<file path="src/rtl/uart_pkg.sv">
// Shared UART definitions: byte width and pointer-sizing helpers used by the
// receive FIFO and its storage array.
package uart_pkg;

   localparam int UART_DATA_W = 8;

   // Smallest n such that 2**n >= value (value >= 1).
   function automatic int unsigned clog2_f(input int unsigned value);
      int unsigned res;
      res = 32'd0;
      for (int i = 0; i < 32; i++) begin
         if ((32'd1 << i) < value) begin
            res = i + 1;
         end
      end
      return res;
   endfunction

   // Pointer carries one extra wrap bit above the address bits.
   function automatic int unsigned ptr_width(input int unsigned depth);
      return clog2_f(depth) + 32'd1;
   endfunction

endpackage

</file>
<file path="src/rtl/uart_rx_fifo_mem.sv">
// Byte storage for the UART receive FIFO: one synchronous write port and one
// asynchronous read port. Contents are deliberately not reset.
module uart_rx_fifo_mem
   import uart_pkg::*;
#(
   parameter int ADDR_W = 4
)(
   input  logic                   clk,
   input  logic                   wr_en,
   input  logic [ADDR_W-1:0]      wr_addr,
   input  logic [UART_DATA_W-1:0] wr_data,
   input  logic [ADDR_W-1:0]      rd_addr,
   output logic [UART_DATA_W-1:0] rd_data
);

   logic [UART_DATA_W-1:0] mem_q [0:(1<<ADDR_W)-1];

   // Write port: capture the byte at the write address.
   always_ff @(posedge clk) begin
      if (wr_en) begin
         mem_q[wr_addr] <= wr_data;
      end
   end

   assign rd_data = mem_q[rd_addr];

endmodule

</file>
<file path="src/rtl/uart_rx_fifo.sv">
// First-word-fall-through receive FIFO with sticky overflow and level irq.
// Optional saturating drop counter enabled by UART_RX_FIFO_DROP_CNT_EN.
module uart_rx_fifo
   import uart_pkg::*;
#(
   parameter int DEPTH_LOG2 = 4,
   parameter int THRESH     = 8
)(
   input  logic                   clk,
   input  logic                   rst,
   input  logic [UART_DATA_W-1:0] wr_data,
   input  logic                   wr_req,
   output logic [UART_DATA_W-1:0] rd_data,
   output logic                   rd_valid,
   input  logic                   rd_ready,
   output logic [DEPTH_LOG2:0]    level,
   output logic                   full,
   output logic                   empty,
   output logic                   overflow,
   input  logic                   ovf_clr,
   output logic                   irq
`ifdef UART_RX_FIFO_DROP_CNT_EN
   ,
   output logic [7:0]             drop_cnt
`endif
);

   localparam int DEPTH = 1 << DEPTH_LOG2;
   localparam int PTR_W = ptr_width(DEPTH);

   typedef logic [PTR_W-1:0] level_t;

   localparam level_t ONE_L    = level_t'(1);
   localparam level_t THRESH_L = level_t'(THRESH);

   level_t wr_ptr_q, wr_ptr_d;
   level_t rd_ptr_q, rd_ptr_d;
   level_t level_q, level_d;
   logic   full_q, full_d;
   logic   empty_q, empty_d;
   logic   overflow_q, overflow_d;
   logic   irq_q, irq_d;
   logic   push_s, pop_s, drop_s;
`ifdef UART_RX_FIFO_DROP_CNT_EN
   logic [7:0] drop_cnt_q, drop_cnt_d;
`endif

   // Next-state pointer, flag and status computation.
   always_comb begin
      pop_s  = ~empty_q & rd_ready;
      push_s = wr_req & (~full_q | pop_s);
      drop_s = wr_req & full_q & ~pop_s;

      if (push_s) begin
         wr_ptr_d = wr_ptr_q + ONE_L;
      end else begin
         wr_ptr_d = wr_ptr_q;
      end

      if (pop_s) begin
         rd_ptr_d = rd_ptr_q + ONE_L;
      end else begin
         rd_ptr_d = rd_ptr_q;
      end

      level_d = wr_ptr_d - rd_ptr_d;
      full_d  = (wr_ptr_d[PTR_W-1] != rd_ptr_d[PTR_W-1]) &&
                (wr_ptr_d[PTR_W-2:0] == rd_ptr_d[PTR_W-2:0]);
      empty_d = (wr_ptr_d == rd_ptr_d);
      irq_d   = (level_d >= THRESH_L);

      // A fresh drop beats a simultaneous clear so no loss goes unreported.
      if (drop_s) begin
         overflow_d = 1'b1;
      end else if (ovf_clr) begin
         overflow_d = 1'b0;
      end else begin
         overflow_d = overflow_q;
      end

`ifdef UART_RX_FIFO_DROP_CNT_EN
      if (ovf_clr) begin
         drop_cnt_d = drop_s ? 8'd1 : 8'd0;
      end else if (drop_s && (drop_cnt_q != 8'hFF)) begin
         drop_cnt_d = drop_cnt_q + 8'd1;
      end else begin
         drop_cnt_d = drop_cnt_q;
      end
`endif
   end

   // State registers with synchronous reset; storage itself is not reset.
   always_ff @(posedge clk) begin
      if (rst) begin
         wr_ptr_q   <= '0;
         rd_ptr_q   <= '0;
         level_q    <= '0;
         full_q     <= 1'b0;
         empty_q    <= 1'b1;
         overflow_q <= 1'b0;
         irq_q      <= 1'b0;
`ifdef UART_RX_FIFO_DROP_CNT_EN
         drop_cnt_q <= 8'd0;
`endif
      end else begin
         wr_ptr_q   <= wr_ptr_d;
         rd_ptr_q   <= rd_ptr_d;
         level_q    <= level_d;
         full_q     <= full_d;
         empty_q    <= empty_d;
         overflow_q <= overflow_d;
         irq_q      <= irq_d;
`ifdef UART_RX_FIFO_DROP_CNT_EN
         drop_cnt_q <= drop_cnt_d;
`endif
      end
   end

   uart_rx_fifo_mem #(
      .ADDR_W (PTR_W-1)
   ) u_mem (
      .clk     (clk),
      .wr_en   (push_s & ~rst),
      .wr_addr (wr_ptr_q[PTR_W-2:0]),
      .wr_data (wr_data),
      .rd_addr (rd_ptr_q[PTR_W-2:0]),
      .rd_data (rd_data)
   );

   assign rd_valid = ~empty_q;
   assign level    = level_q;
   assign full     = full_q;
   assign empty    = empty_q;
   assign overflow = overflow_q;
   assign irq      = irq_q;
`ifdef UART_RX_FIFO_DROP_CNT_EN
   assign drop_cnt = drop_cnt_q;
`endif

endmodule

</file>
<file path="config.mk">
export PLATFORM = sky130hd
export DESIGN_NAME = uart_rx_fifo
export DESIGN_NICKNAME = d
export VERILOG_FILES = /design/src/rtl/uart_pkg.sv /design/src/rtl/uart_rx_fifo_mem.sv /design/src/rtl/uart_rx_fifo.sv
export SDC_FILE = /design/constraint.sdc
export NUM_CORES = 1
export LEC_CHECK = 0
export ABC_AREA = 1
export CORE_MARGIN = 2
export CORE_UTILIZATION = 55
export CTS_BUF_LIST = sky130_fd_sc_hd__clkbuf_4 sky130_fd_sc_hd__clkbuf_8
export DETAILED_ROUTE_END_ITERATION = 8
export PLACE_DENSITY = 0.74
export REMOVE_ABC_BUFFERS = 1
export SETUP_SLACK_MARGIN = 0.2
export SYNTH_ARGS = -nofsm -noshare
export SYNTH_HDL_FRONTEND = slang
export SYNTH_HIERARCHICAL = 1
export SYNTH_SLANG_ARGS = --single-unit
</file>
<file path="constraint.sdc">
create_clock -name clk -period 2.7 [get_ports clk]
set_input_delay 0.54 -clock clk [delete_from_list [all_inputs] [get_ports clk]]
set_output_delay 0.54 -clock clk [all_outputs]
set_load 0.02 [all_outputs]
</file>
==> results.md <==
* Number of global-route vias before repair at 4788
* First-pass GRT wire length at 23120 µm
* CTS Root Cell: clkbuf_8
* CP startpoint kind: register
* Critical path arrival at 1.95 ns
* Footprint of the multi-input gates at 1815 µm²
* Total track usage at 0.2385
* Sequential element share of the synthesized area at 0.6334
* Largest net degree at the start of global routing at 34
* Final Setup Violations at 0
* DP HPWL at 9401 µm
* Rows at 40
* Drt wl/cell at 16.10 µm
* Syn avg cell area at 9.707 µm²
* Tmin final at 2.491 ns
* Hold Path Stages at 2
* Clk sinks at 147
* Final Cycle Share at 0.9225
* Yosys cell types at 33
* Slew HR at 0.5324
* Total gr overflow at 0
* Worst R2R Path Depth at 14
* DIE AREA at 13020 µm²
* Cells after Synth at 687
* Via density at 5.283
* Storage element area at 4229 µm²
* Layer with the highest usage: met2
* Synth Register Bits at 147
* Endpoints failing hold at 0
* WHS Endpoint: overflow
* CP required at 2.16 ns
* Clock-pin slew on the worst setup and hold paths at 0.08 ns
* DRT Pass-1 Iters at 5
* Initial Util at 0.5599
* Most common cell after layout, fill and taps aside: nand2_1
* Least-Margin Pin Slew at 0.6991 ns
* Leak Pwr at 3.445 nW
* # H-tree levels at 4
* Core footprint at 11910 µm²
* Post-Route WL at 14680 µm
* Die Span Y at 114.1 µm
* Final Slew Violations at 0
* Routed vias at 4818
* DRC viols at 0
* Die X at 114.1 µm
* Syn. warnings at 6
* Port Buffer Count at 30
* IO Count at 31
* Layout fillers at 884
* Share of layout cells above drive strength 1 at 0.1307
* Post-synthesis instance area at 6669 µm²
* Commonest cells after routing, fill and taps aside: 208 x nand2_1, 128 x edfxtp_1, 119 x inv_1
* Crit path kind: reg2out
* Clock latency at the later pin of the worst-skew pair at 0.45 ns
* CTS tree: yes
* NumNets Final at 771
* Worst Min Path Start: overflow
* Status: completed
* Max rail drop VDD at 0.0007078 V
* Diodes inserted at 0
* CTS Buf Count at 17
* Worst Skew at 0.01069 ns
* PwrDens at 782.7 nW/µm²
* Longest Clk Path Bufs at 2
* Met1 usage at 0.2803
* Crit Path Max Fanout at 16
* Unrepaired setup endpoints after global routing: true
* Cts hold-fix bufs at 0
* Achievable Freq at 0.4015 GHz
* Area growth syn-to-layout at 16.81%
* Detailed router's first-iteration violation count at 381
* R2R Path End: irq
* RD Place Congestion at 0.8479
* Tot Pwr at 6.097 mW
* Initial antenna violation count at 0
* Total negative slack at 0 ns
* MaxCap Viol Count at 0
* R2R Path Start: wr_ptr_q[0]
* M2 GR Usage at 0.4119
* HP Class: reg2reg
* Crit. End Element: primary output
* Global Route met3 Usage at 0.05135
* Detail Route Antenna Nets at 0
* R2R Setup Slk at 0.40 ns
==> worst max-delay path, stage by stage (launching register included) <==
cell and delay (ns):
dfxtp_4 0.39, inv_2 0.14, buf_12 0.17, nand2_1 0.06, nand2_1 0.06, nand2_1 0.05
nand3_1 0.08, nand3_1 0.09, nand2_1 0.10, dlygate4sd2_1 0.34
==> stage by stage <==
stage               instances  setup slack [ns]  instance area (µm²)  hold slack (ns)  utilization
floorplan                 661           -0.5242                 6495           0.5340            -
global placement          877         -0.007397                 7311           0.4564       0.6138
detailed placement        877           -0.1535                 7311           0.4670       0.6138
CTS                       910            0.1533                 7756           0.4789       0.6512
global route              912            0.1019                 7790           0.5079       0.6540
finish                    912            0.2094                 7790           0.4725       0.6540
==> synthesized netlist by cell type <==
master      n  share of area
edfxtp_1  128           0.58
nand2_2     4         0.0038
nor3_1      1        0.00075
nand2_4     5         0.0084
a21boi_1    1         0.0011
nand2_8     1         0.0030
buf_4       4         0.0045
xor2_1      2         0.0026
inv_2       4         0.0023
xnor2_1     1         0.0013
a21oi_2     1         0.0013
nor2_1     36          0.020
or2_2       1        0.00094
o21ai_0     1        0.00075
dfxtp_1    19          0.057
ha_1        5         0.0094
buf_6       6          0.010
nand4_1     5         0.0047
inv_1     120          0.068
clkbuf_1    2         0.0011
nand2_1   208           0.12
mux2i_1     1         0.0015
fa_1        1         0.0030
nand3_2     1         0.0015
a21oi_1     4         0.0030
nand3_1   105          0.079
nand3b_1    2         0.0023
nor2_4      1         0.0017
buf_1       1        0.00056
a21boi_0    1         0.0011
o21ai_2     1         0.0013
buf_2      13         0.0098
o21a_1      1         0.0011
==> power breakdown <==
group	total (mW)	internal, mW	switching (mW)
combinational	1.65	0.648	1.00
clock	1.78	1.01	0.776
sequential	2.67	2.58	0.0865
total	6.10	4.23	1.86
==> cell families (layout without fill, tap and decap cells) <==
| logic type | count (synthesis) | count (layout) | synth area share |
|---|---|---|---|
| simple gates | 370 | 370 | 0.2431 |
| buf+inv | 150 | 228 | 0.09587 |
| flops | 147 | 147 | 0.6334 |
| compound gates | 10 | 10 | 0.009757 |
| fa+ha+maj | 6 | 6 | 0.01238 |
| xor+xnor | 3 | 3 | 0.003941 |
| mux | 1 | 1 | 0.001501 |
==> metal layers <==
metal,vias to the layer above,share of wire,wire [µm]
li1,2323,-,-
met1,2266,0.40,5879
met2,187,0.50,7367
met3,42,0.065,958
met4,0,0.032,474
met5,-,0,0
==> worst max path at each step <==
stage           startpoint          to  slack [ns]  cells after the start
2_1_floorplan  rd_ptr_q[0]  rd_data[0]       -0.52                      6
3_5_place_dp      rd_ready         irq       -0.15                     16
5_1_grt        rd_ptr_q[0]  rd_data[0]        0.10                      7
6_report       rd_ptr_q[0]  rd_data[0]        0.21                      9
4_1_cts        rd_ptr_q[1]  rd_data[1]        0.15                      7
3_3_place_gp      rd_ready         irq      -0.007                     16
==> layout make-up <==
class / count / area share
clock inverter: 13 / 0.02120
timing repair buffer: 72 / 0.08705
tap: 147 / 0.02361
clock buffer: 19 / 0.03196
inverter: 124 / 0.06023
sequential: 147 / 0.5429
multi-input combinational: 390 / 0.2331
==> registers in the layout (all words and copies together), names as in the netlist, named ones only <==
register / flops
empty: 1
full: 1
irq: 1
level: 5
overflow: 1
rd_ptr_q: 5
u_mem/mem_q: 128
wr_ptr_q: 4
==> repair_timing <==
action | 4_1_cts | 5_1_grt
hold endpoints to repair | 0 | 0
buffers inserted | 0 | 1
setup endpoints to repair | 8 | 10
gates resized for setup | 14 | 14
gates cloned | 1 | 1
Power figures use the tool's default switching activity.
